### src/rtl/alu_pkg.sv
// Shared constants and state type for the ALU arbiter.
// Six function codes and the arbiter FSM state enumeration.
package alu_pkg;

  localparam logic [5:0] OP_ADD = 6'd16;
  localparam logic [5:0] OP_SUB = 6'd34;
  localparam logic [5:0] OP_AND = 6'd36;
  localparam logic [5:0] OP_OR  = 6'd35;
  localparam logic [5:0] OP_NOR = 6'd39;
  localparam logic [5:0] OP_SLT = 6'd42;

  typedef enum logic [1:0] {
    S_IDLE,
    S_EXEC,
    S_RESP
  } state_t;

endpackage

### src/rtl/alu.sv
// Combinational ALU datapath shared by both requesters.
// Ports: a, b, op in; result, carry (ADD carry-out only) out.
module alu
  import alu_pkg::*;
#(
  parameter int WIDTH = 32
) (
  input  logic [WIDTH-1:0] a,
  input  logic [WIDTH-1:0] b,
  input  logic [5:0]       op,
  output logic [WIDTH-1:0] result,
  output logic             carry
);

  logic [WIDTH:0] sum;

  assign sum = {1'b0, a} + {1'b0, b};

  always_comb begin
    result = '0;
    carry  = 1'b0;
    unique case (1'b1)
      (op == OP_ADD): begin
        result = sum[WIDTH-1:0];
        carry  = sum[WIDTH];
      end
      (op == OP_SUB): result = a - b;
      (op == OP_AND): result = a & b;
      (op == OP_OR):  result = a | b;
      (op == OP_NOR): result = ~(a | b);
      (op == OP_SLT): result = {{(WIDTH-1){1'b0}}, (a < b)};
      default: begin
        result = '0;
        carry  = 1'b0;
      end
    endcase
  end

endmodule

### src/rtl/alu_arbiter.sv
// Round-robin arbiter in front of one shared ALU.
// Ports: clk/reset, two valid/ready requesters, one response port, opcount.
module alu_arbiter
  import alu_pkg::*;
#(
  parameter int WIDTH = 32,
  parameter int CNTW  = 16
) (
  input  logic             clk,
  input  logic             reset,
  input  logic             req0_valid,
  input  logic             req1_valid,
  output logic             req0_ready,
  output logic             req1_ready,
  input  logic [WIDTH-1:0] req0_a,
  input  logic [WIDTH-1:0] req1_a,
  input  logic [WIDTH-1:0] req0_b,
  input  logic [WIDTH-1:0] req1_b,
  input  logic [5:0]       req0_op,
  input  logic [5:0]       req1_op,
  output logic             rsp_valid,
  input  logic             rsp_ready,
  output logic             rsp_id,
  output logic [WIDTH-1:0] rsp_result,
  output logic             rsp_overflow,
  output logic             rsp_illegal,
  output logic [CNTW-1:0]  opcount
);

  state_t state, state_nx;

  logic             ptr;
  logic [WIDTH-1:0] a_q;
  logic [WIDTH-1:0] b_q;
  logic [5:0]       op_q;
  logic             id_q;

  logic             gnt0;
  logic             gnt1;
  logic             take;
  logic             done;

  logic [WIDTH-1:0] alu_res;
  logic             alu_cy;
  logic             legal;

  alu #(.WIDTH(WIDTH)) u_alu (
    .a      (a_q),
    .b      (b_q),
    .op     (op_q),
    .result (alu_res),
    .carry  (alu_cy)
  );

  assign legal = (op_q == OP_ADD) || (op_q == OP_SUB) ||
                 (op_q == OP_AND) || (op_q == OP_OR)  ||
                 (op_q == OP_NOR) || (op_q == OP_SLT);

  always_comb begin
    state_nx = state;
    gnt0     = 1'b0;
    gnt1     = 1'b0;
    unique case (state)
      S_IDLE: begin
        // lone requester wins; pointer breaks ties
        gnt0 = req0_valid && (!req1_valid || !ptr);
        gnt1 = req1_valid && (!req0_valid || ptr);
        if (gnt0 || gnt1) state_nx = S_EXEC;
      end
      S_EXEC: state_nx = S_RESP;
      S_RESP: if (rsp_ready) state_nx = S_IDLE;
      default: state_nx = S_IDLE;
    endcase
  end

  assign take       = gnt0 || gnt1;
  assign done       = (state == S_RESP) && rsp_ready;
  assign req0_ready = gnt0;
  assign req1_ready = gnt1;
  assign rsp_valid  = (state == S_RESP);

  always_ff @(posedge clk) begin
    if (reset) begin
      state <= S_IDLE;
      ptr   <= 1'b0;
      a_q   <= '0;
      b_q   <= '0;
      op_q  <= '0;
      id_q  <= 1'b0;
    end else begin
      state <= state_nx;
      if (take) begin
        a_q  <= gnt1 ? req1_a  : req0_a;
        b_q  <= gnt1 ? req1_b  : req0_b;
        op_q <= gnt1 ? req1_op : req0_op;
        id_q <= gnt1;
        ptr  <= ~gnt1;
      end
    end
  end

  always_ff @(posedge clk) begin
    if (reset) begin
      rsp_id       <= 1'b0;
      rsp_result   <= '0;
      rsp_overflow <= 1'b0;
      rsp_illegal  <= 1'b0;
      opcount      <= '0;
    end else begin
      if (state == S_EXEC) begin
        rsp_id       <= id_q;
        rsp_result   <= legal ? alu_res : {{(WIDTH-1){1'b0}}, 1'b1};
        rsp_overflow <= legal && alu_cy;
        rsp_illegal  <= !legal;
      end
      if (done) opcount <= opcount + CNTW'(1);
    end
  end

endmodule

### config.mk
export PLATFORM = sky130hd
export DESIGN_NAME = alu_arbiter
export DESIGN_NICKNAME = d
export VERILOG_FILES = /design/src/rtl/alu_pkg.sv /design/src/rtl/alu.sv /design/src/rtl/alu_arbiter.sv
export SDC_FILE = /design/constraint.sdc
export NUM_CORES = 1
export LEC_CHECK = 0
export CAP_MARGIN = 20
export CORE_ASPECT_RATIO = 0.8
export CORE_MARGIN = 3
export CORE_UTILIZATION = 40
export DETAILED_ROUTE_END_ITERATION = 10
export PLACE_DENSITY_LB_ADDON = 0.08
export SYNTH_ARGS = -nofsm -noshare
export SYNTH_HDL_FRONTEND = slang
export SYNTH_SLANG_ARGS = --single-unit
### constraint.sdc
create_clock -name clk -period 7.3 [get_ports clk]
set_clock_uncertainty 0.05 [all_clocks]
set_input_delay 1.46 -clock clk [delete_from_list [all_inputs] [get_ports clk]]
set_output_delay 1.46 -clock clk [all_outputs]
set_load 0.02 [all_outputs]
==> results of run 1 <==
path summary, 6_finish.rpt:
path,start,to
setup reg to reg,a_q[0],rsp_result[24]
setup / recovery,req0_valid,req0_ready
hold reg to reg,rsp_result[15],rsp_result[15]
hold / removal,rsp_result[15],rsp_result[15]
state kept, by name, summed over array words and instances (netlist names):
signal	cells
a_q	32
b_q	32
rsp_result	32
opcount	16
op_q	6
state	2
id_q	1
ptr	1
rsp_id	1
rsp_illegal	1
rsp_overflow	1
stage by stage:
| stage | instances | setup slack [ns] | total power, mW | hold WS [ns] | area, um2 |
|---|---|---|---|---|---|
| 2_1_floorplan | 1324 | 3.408 | 1.504 | 0.3824 | 10020 |
| 3_3_place_gp | 1766 | 2.486 | 1.823 | 0.3876 | 12220 |
| 3_5_place_dp | 1766 | 2.464 | 1.835 | 0.3932 | 12220 |
| 4_1_cts | 1798 | 2.457 | 2.685 | 0.4035 | 12790 |
| 5_1_grt | 1798 | 2.389 | 2.846 | 0.4386 | 12790 |
| 6_report | 1798 | 2.471 | 2.677 | 0.4022 | 12790 |
logic make-up (layout without fill, tap and decap cells):
logic type      after synthesis  count (layout)  synth area share
compound gates              465             465            0.3161
xor+xnor                     20              20           0.01748
fa+ha+maj                   116             116            0.1463
buf+inv                     188             344           0.07167
flops                       125             125            0.2497
mux                          24              24           0.02410
simple gates                386             386            0.1746
layout make-up:
type / instances / area (um2)
well taps: 318 / 397.9
clock inverters: 15 / 147.6
inverters: 98 / 367.9
fillers: 2390 / 11710
clock buffers: 17 / 425.4
multi-input cells: 1011 / 6850
flip-flops and latches: 125 / 2502
repair buffers: 214 / 2100
Yosys cell counts, types with 9 or more instances:
cell      instances  area, um2
a211oi_1         37      277.8
ha_1            114       1426
dfxtp_1         125       2502
nand2_1         124      465.5
xnor2_1          11      96.34
a221o_1          19      190.2
o21bai_1          9      67.56
o221ai_1         11      96.34
inv_1            97      364.1
o21ai_0          55      275.3
nand3_1          18      90.09
a311oi_1         13      113.9
clkbuf_1         74      277.8
xor2_1            9      78.83
nand2b_1         17      106.4
nor2b_1           9      56.30
a221oi_1         15      131.4
nor2_1          131      491.7
a21o_1           16      120.1
buf_1            11      41.29
nor3_1           25      125.1
a21oi_1         152      760.7
a22oi_1          49      367.9
mux2i_1          23      230.2
nor4_1           16      100.1
critical path, cell delays in order:
cell,delay [ns]
clkdlybuf4s50_1,0.47
nand2_1,0.08
a21oi_4,0.11
buf_4,0.47
clkdlybuf4s50_1,0.71
power by group through the flow:
stage	Sequential, mW	Clock (mW)	Combinational (mW)
after floorplan	0.817	0	0.688
after global placement	0.822	0	1.00
after detailed placement	0.824	0	1.01
after CTS	0.808	0.858	1.02
after global routing	0.819	0.891	1.14
final	0.808	0.843	1.03
layer usage:
metal  track usage  up-vias  wire length (um)
met5             0        -                 0
met4       0.04987        0               391
met3       0.05191       29              2241
met2        0.3604      351             13730
met1        0.3493     4724             16180
li1              -     5071                 -
==> impl_metrics.yaml, run 1 <==
timing:
  maxSlewViolCount: 0
  setup_viol: 0
  fin_crit_sh: 0.6615
  max_freq_mhz: 207.1
  tightest_slew_ns: 1.049
  hold_viol: 0
  fin_setup_tns_ns: 0
  rsz0062_at_grt: "false"
  slew_headroom: 0.2978
  fin_crit_ns: 4.829
power:
  static-leakage-power_nw: 4.964
  seqPwrFrac: 0.302
  swShare: 0.3967
  p_int_mw: 1.615
  p_sw_mw: 1.062
  max-vdd-ir-drop_uv: 158.8
  pwr-share-clk: 0.315
  combPwrFrac: 0.383
  power.density_nw_per_um2: 209.3
synthesis:
  synth_edf_count: 0
  synthFlopType: "dfxtp_1"
  yosysWarnings: 0
  synth-seq-cells: 125
  syn_nets: 1585
  yosysUniqueCellTypes: 78
  seq_area_frac_synth: 0.2497
  syn_area_um2: 10020
  syn-instance-count: 1324
  async_flop_share: 0
  syn_avg_cell_area_um2: 7.569
cts:
  cts-root-buf: "clkbuf_16"
  cts_buffer_depth: 2
  cts_sinks: 125
  cts_hold_buffers: 0
  clock_latency_ns: 0.43
  cts_tree: "done"
  cts_max_level: 4
  cts_resized: 0
  cts_setup_buffers: 0
  numCtsBuffers: 17
  cts.clk_slew.worst_paths_ns: 0.06
setup_path:
  path_max_fanout: 41
  rr_worst_depth: 13
  crit_arrival_ns: 3.32
  crit_type: "in -> out"
  startpoint_type: "primary input"
  reg2reg_slack_ns: 3.32
  end_kind: "output pin"
  cp.required_ns: 5.79
min_path:
  hp-class: "reg -> reg"
  min_path_cells: 2
floorplanning:
  core_area_um2: 24500
  start_util: 0.4090
  die_y_um: 147.6
  die_w_um: 183.0
  ios: 199
  dieArea_um2: 27000
  fp-row-count: 51
placement:
  place_congestion: 0.9336
  portBuffers: 198
  place_hpwl_mm: 23.24
detailed_routing:
  routed_wl_mm: 32.54
  routedWlPerCell_um: 18.10
  drt-pass1-iter-count: 5
  drc: 0
  ant_nets: 0
  vias_per_cell: 5.659
  vias: 10180
  drt_iter0_markers: 795
global_route:
  grt_pass1_wl_mm: 52.23
  grt_max_degree: 77
  grt_pass1_vias: 9760
  antenna_found_initial: 0
  overflow: 0
  grt_usage: 0.2384
final_layout:
  utilization: 0.5220
  final_common_cell: "clkdlybuf4s50_1"
  final_cell_mix: "197 x clkdlybuf4s50_1, 151 x a21oi_1, 129 x nor2_1"
  layout-drive-gt1-share: 0.05676
  antennaDiodeCount: 0
  fin_nets: 1728
  area_delta_synth_final_pct: 27.64
outcome:
  status: "complete, no violations"
run:
  drv_cap: 0
No activity file was read; power rests on OpenSTA's default activity.
==> run 2: changes to the inputs <==
==> constraint.sdc (replaced) <==
create_clock -name clk -period 4.46 [get_ports clk]
set_clock_uncertainty 0.05 [all_clocks]
set_input_delay 0.892 -clock clk [delete_from_list [all_inputs] [get_ports clk]]
set_output_delay 0.892 -clock clk [all_outputs]
set_load 0.02 [all_outputs]
==> run 2 against run 1 <==
  * Via count up 1.5%
  * Die area unchanged
  * Highest routed layer unchanged
  * Global-route usage up 0.71 points
  * Clock power up 84%
  * Register-to-register slack worse by 2.5 ns
  * Sequential cell count unchanged
  * Critical endpoint is now rsp_result[24]
  * Combinational power up 66%
  * Hold slack better by 0.0026 ns
  * First-iteration DRC count down 6.7%
  * Total power up 71%
  * Count of clock-buffer cells in the layout up 3
==> impl_metrics.yaml, run 2 (synthesis gave the netlist of run 1 again) <==
timing:
  setup_viol: 0
  fin_crit_ns: 3.650
  tightest_slew_ns: 1.016
  max_freq_mhz: 274.0
  maxSlewViolCount: 0
  hold_viol: 0
  rsz0062_at_grt: "false"
  slew_headroom: 0.3228
  setup_slack_ns: 0.8103
  fin_setup_tns_ns: 0
  fin_crit_sh: 0.8183
placement:
  placed_area_um2: 12260
  place_hpwl_mm: 24.53
  portBuffers: 198
  place_congestion: 0.9461
  dp_worst_setup_slack_ns: 0.9780
cts:
  clock_latency_ns: 0.43
  cts_buffer_depth: 2
  cts_sinks: 125
  cts_setup_buffers: 0
  cts_tree: "done"
  cts-root-buf: "clkbuf_16"
  cts.clk_slew.worst_paths_ns: 0.06
  cts_hold_buffers: 0
  cts_resized: 0
  cts_max_level: 4
  numCtsBuffers: 17
detailed_routing:
  wl_met1_mm: 16.83
  routedWlPerCell_um: 18.61
  drc: 0
  vias: 10330
  vias_per_cell: 5.730
  ant_nets: 0
  wl_met3_mm: 2.199
  dr_wl_met2_mm: 14.18
  routed_wl_mm: 33.56
  drt_iter0_markers: 742
  drt-pass1-iter-count: 5
  maxUsedRoutingLayer: "met4"
power:
  pwr-share-clk: 0.338
  seqPwrFrac: 0.288
  p_int_mw: 2.892
  static-leakage-power_nw: 5.025
  max-vdd-ir-drop_uv: 262.0
  finalPower_mw: 4.581
  swShare: 0.3686
  power.density_nw_per_um2: 354.8
  combPwrFrac: 0.374
  p_sw_mw: 1.689
setup_path:
  end_kind: "flip-flop"
  cp.required_ns: 4.73
  rr_worst_depth: 13
  startpoint_type: "flip-flop"
  crit_type: "reg -> reg"
  reg2reg_slack_ns: 0.81
  crit_arrival_ns: 3.92
  path_max_fanout: 7
  r2r-start: "a_q[2]"
  timing.rr.end: "rsp_result[24]"
final_layout:
  area_delta_synth_final_pct: 28.86
  final_common_cell: "clkdlybuf4s50_1"
  antennaDiodeCount: 0
  fin_nets: 1733
  final_cell_mix: "197 x clkdlybuf4s50_1, 151 x a21oi_1, 130 x nor2_1"
  fin_area_um2: 12910
  top_regs: "a_q: 32 flops, b_q: 32 flops, rsp_result: 32 flops"
  layout-drive-gt1-share: 0.05926
  n_fill_cell: 2414
outcome:
  status: "complete, no violations"
min_path:
  hold_end: "rsp_result[17]"
  hold_path.startpoint: "rsp_result[17]"
  min_path_cells: 2
  hp-class: "reg -> reg"
global_route:
  grt_max_degree: 75
  grt_pass1_wl_mm: 53.70
  antenna_found_initial: 0
  grt_usage: 0.2455
  grt_pass1_vias: 9870
  overflow: 0
floorplanning:
  start_util: 0.4090
  fp-row-count: 51
  die_y_um: 147.6
  die_w_um: 183.0
  core_area_um2: 24500
  ios: 199
  dieArea_um2: 27000
run:
  drv_cap: 0
## run 2: cell types whose count changed in the layout (fill, tap and decap cells not counted), sizes merged
| cell | before | now |
|---|---|---|
| bufinv | 0 | 4 |
| clkinv | 3 | 4 |
| buf | 17 | 22 |
| inv | 108 | 100 |
| clkbuf | 17 | 20 |
## run 2: cell type report
class                      count  area [um2]  area share
multi-input combinational   1011        6857      0.5310
clock inverter                12       183.9     0.01424
tap                          318       397.9     0.03081
clock buffer                  20       466.7     0.03614
sequential                   125        2502      0.1938
timing repair buffer         219        2137      0.1655
inverter                      98       367.9     0.02849
## run 2: power groups by stage
stage,Combinational [mW],Clock [mW],Sequential (mW)
after global placement,1.68,0,1.34
after detailed placement,1.68,0,1.34
after floorplan,1.13,0,1.34
final,1.71,1.55,1.32
after CTS,1.69,1.57,1.32
after global routing,1.89,1.62,1.34
## run 2: worst max path at each step
stage                       from              to  cells after the start
after detailed placement  b_q[0]  rsp_result[24]                     13
after CTS                 a_q[2]  rsp_result[24]                     13
after global routing      a_q[4]  rsp_result[30]                     12
after global placement    a_q[2]  rsp_result[24]                     13
final                     a_q[2]  rsp_result[24]                     13
after floorplan           a_q[7]  rsp_result[29]                     12
## run 2: metal layers
metal / GRT usage / vias up
met1: 0.3728 / 4890
met5: 0 / -
met4: 0.05101 / 0
met3: 0.04182 / 27
met2: 0.3639 / 337
li1: - / 5078
## run 2: stage by stage
step / util / instances / hold slack (ns)
global route: 0.5270 / 1803 / 0.4212
global placement: 0.5004 / 1771 / 0.3878
detailed placement: 0.5004 / 1771 / 0.4001
floorplan: - / 1324 / 0.3824
CTS: 0.5270 / 1803 / 0.4133
finish: 0.5270 / 1803 / 0.4049
## run 2: critical path, cell delays in order, from the launching register on
cell and delay (ns):
dfxtp_1 0.40, inv_1 0.06, ha_1 0.40, o21ba_2 0.19, o21ai_1 0.08, a31o_2 0.28, a2111oi_0 0.56, nor3_1 0.13
buf_4 0.19, a21boi_0 0.34, o21ai_0 0.19, a221oi_1 0.31, nor3_1 0.08, a221o_1 0.27
==> run 3: changes to the inputs <==
==> constraint.sdc (replaced) <==
create_clock -name clk -period 3.05 [get_ports clk]
set_clock_uncertainty 0.05 [all_clocks]
set_input_delay 0.61 -clock clk [delete_from_list [all_inputs] [get_ports clk]]
set_output_delay 0.61 -clock clk [all_outputs]
set_load 0.02 [all_outputs]
==> run 3 against run 2 <==
  * The run now ends with setup timing left
  * Core utilization rose by 5.5 points
  * Worst setup slack worse by 0.83 ns
  * Hold slack got worse by 0.020 ns
  * Design area rose by 10%
  * Critical path type unchanged
  * Non-clock buffer count increased by 131
  * Sequential share of layout area fell by 1.7 points
  * Clock power grew 26%
==> impl_metrics.yaml, run 3 (synthesis gave the netlist of run 1 again) <==
outcome:
  status: "complete, but fails checks"
  violations: "setup timing"
detailed_routing:
  ant_nets: 0
  routed_wl_mm: 35.63
  drt_iter0_markers: 851
  vias_per_cell: 5.610
  routedWlPerCell_um: 18.42
  drt-pass1-iter-count: 5
  drc: 0
  vias: 10850
timing:
  tightest_slew_ns: 0.7247
  maxSlewViolCount: 0
  hold_viol: 0
  rsz0062_at_grt: "true"
  setup_slack_ns: -0.01794
  fin_crit_ns: 3.068
  slew_headroom: 0.5169
  fin_setup_tns_ns: -0.02123
  setup_viol: 2
  max_freq_mhz: 326.0
  fin_crit_sh: 1.006
global_route:
  grt_max_degree: 74
  grt_usage: 0.2569
  grt_pass1_wl_mm: 56.28
  overflow: 0
  grt_pass1_vias: 10590
  antenna_found_initial: 0
placement:
  dpl.cell_count: 1892
  place_congestion: 0.9225
  portBuffers: 198
  placed_area_um2: 13200
  place_hpwl_mm: 25.61
final_layout:
  top_regs: "a_q: 32 flops, b_q: 32 flops, rsp_result: 32 flops"
  antennaDiodeCount: 0
  area_delta_synth_final_pct: 42.19
  fin_area_um2: 14250
  final_common_cell: "clkdlybuf4s50_1"
  layout-drive-gt1-share: 0.1770
  final_cell_mix: "197 x clkdlybuf4s50_1, 148 x buf_4, 145 x a21oi_1"
  n_fill_cell: 2317
  final_cells: 1934
  utilization: 0.5815
  fin_nets: 1864
  multi_input_area_um2: 7261
  layout.area.seq_um2: 2517
cts:
  cts_buffer_depth: 2
  numCtsBuffers: 17
  clock_latency_ns: 0.44
  cts_tree: "done"
  cts.clk_slew.worst_paths_ns: 0.07
  cts_hold_buffers: 0
  cts-root-buf: "clkbuf_16"
  cts_sinks: 125
  cts_max_level: 4
setup_path:
  crit_arrival_ns: 3.35
  end_kind: "flip-flop"
  startpoint_type: "flip-flop"
  r2r-start: "a_q[8]"
  crit_type: "reg -> reg"
  cp.required_ns: 3.33
  critPathLaunch: "a_q[8]"
  path_max_fanout: 8
floorplanning:
  core_area_um2: 24500
  die_y_um: 147.6
  ios: 199
  fp-row-count: 51
  start_util: 0.4090
  dieArea_um2: 27000
  die_w_um: 183.0
power:
  finalPower_mw: 7.062
  static-leakage-power_nw: 5.704
  max-vdd-ir-drop_uv: 442.4
  power.density_nw_per_um2: 495.6
run:
  drv_cap: 0
min_path:
  hp-class: "in -> reg"
  hold_path.startpoint: "reset"
run 3: critical path, stage by stage, from the launching register on:
cell     delay (ns)
dfxtp_2        0.34
inv_2          0.04
ha_4           0.26
or4_4          0.53
a21oi_4        0.21
o21ai_4        0.08
o41a_4         0.39
o31ai_4        0.19
nand3_1        0.11
o211a_1        0.24
a221o_1        0.30
a31o_1         0.21
run 3: layout make-up:
cell class / count / area share
multi-input cells: 1011 / 0.5096
inverters: 98 / 0.02582
flip-flops and latches: 125 / 0.1767
clock inverters: 13 / 0.007376
clock buffers: 19 / 0.03109
well taps: 318 / 0.02792
repair buffers: 350 / 0.2215
run 3: worst paths after layout:
check	slack, ns	to	depth (start not counted)
max	-0.02	rsp_result[29]	11
min reg2reg	0.40	rsp_id	2
min	0.39	a_q[29]	2
max reg2reg	-0.02	rsp_result[29]	11
run 3: timing repair:
action	4_1_cts	5_1_grt
buffers inserted	4	6
gates resized for setup	31	63
hold endpoints to repair	0	0
setup endpoints to repair	12	18
pin swaps	6	24
run 3: stage by stage:
stage / hold slack (ns) / worst slack [ns]
floorplan: 0.3824 / -0.004641
global placement: 0.3896 / -0.1093
detailed placement: 0.3996 / -0.1961
CTS: 0.3820 / -0.01631
global route: 0.3993 / -0.1346
finish: 0.3853 / -0.01794
run 3: report_power, final:
| group | switching, mW | total (mW) | leakage [nW] | internal [mW] |
|---|---|---|---|---|
| logic | 1.74 | 3.21 | 4.42 | 1.47 |
| clock network | 0.884 | 1.96 | 0.258 | 1.07 |
| registers | 0.110 | 1.89 | 1.03 | 1.78 |
| total | 2.73 | 7.06 | 5.70 | 4.33 |
run 3: metal layers:
| layer | vias to the layer above | track usage | share of wire |
|---|---|---|---|
| met5 | - | 0 | 0 |
| met4 | 0 | 0.06509 | 0.012 |
| met3 | 38 | 0.04699 | 0.066 |
| met2 | 384 | 0.4021 | 0.44 |
| met1 | 5088 | 0.3660 | 0.48 |
| li1 | 5340 | - | - |
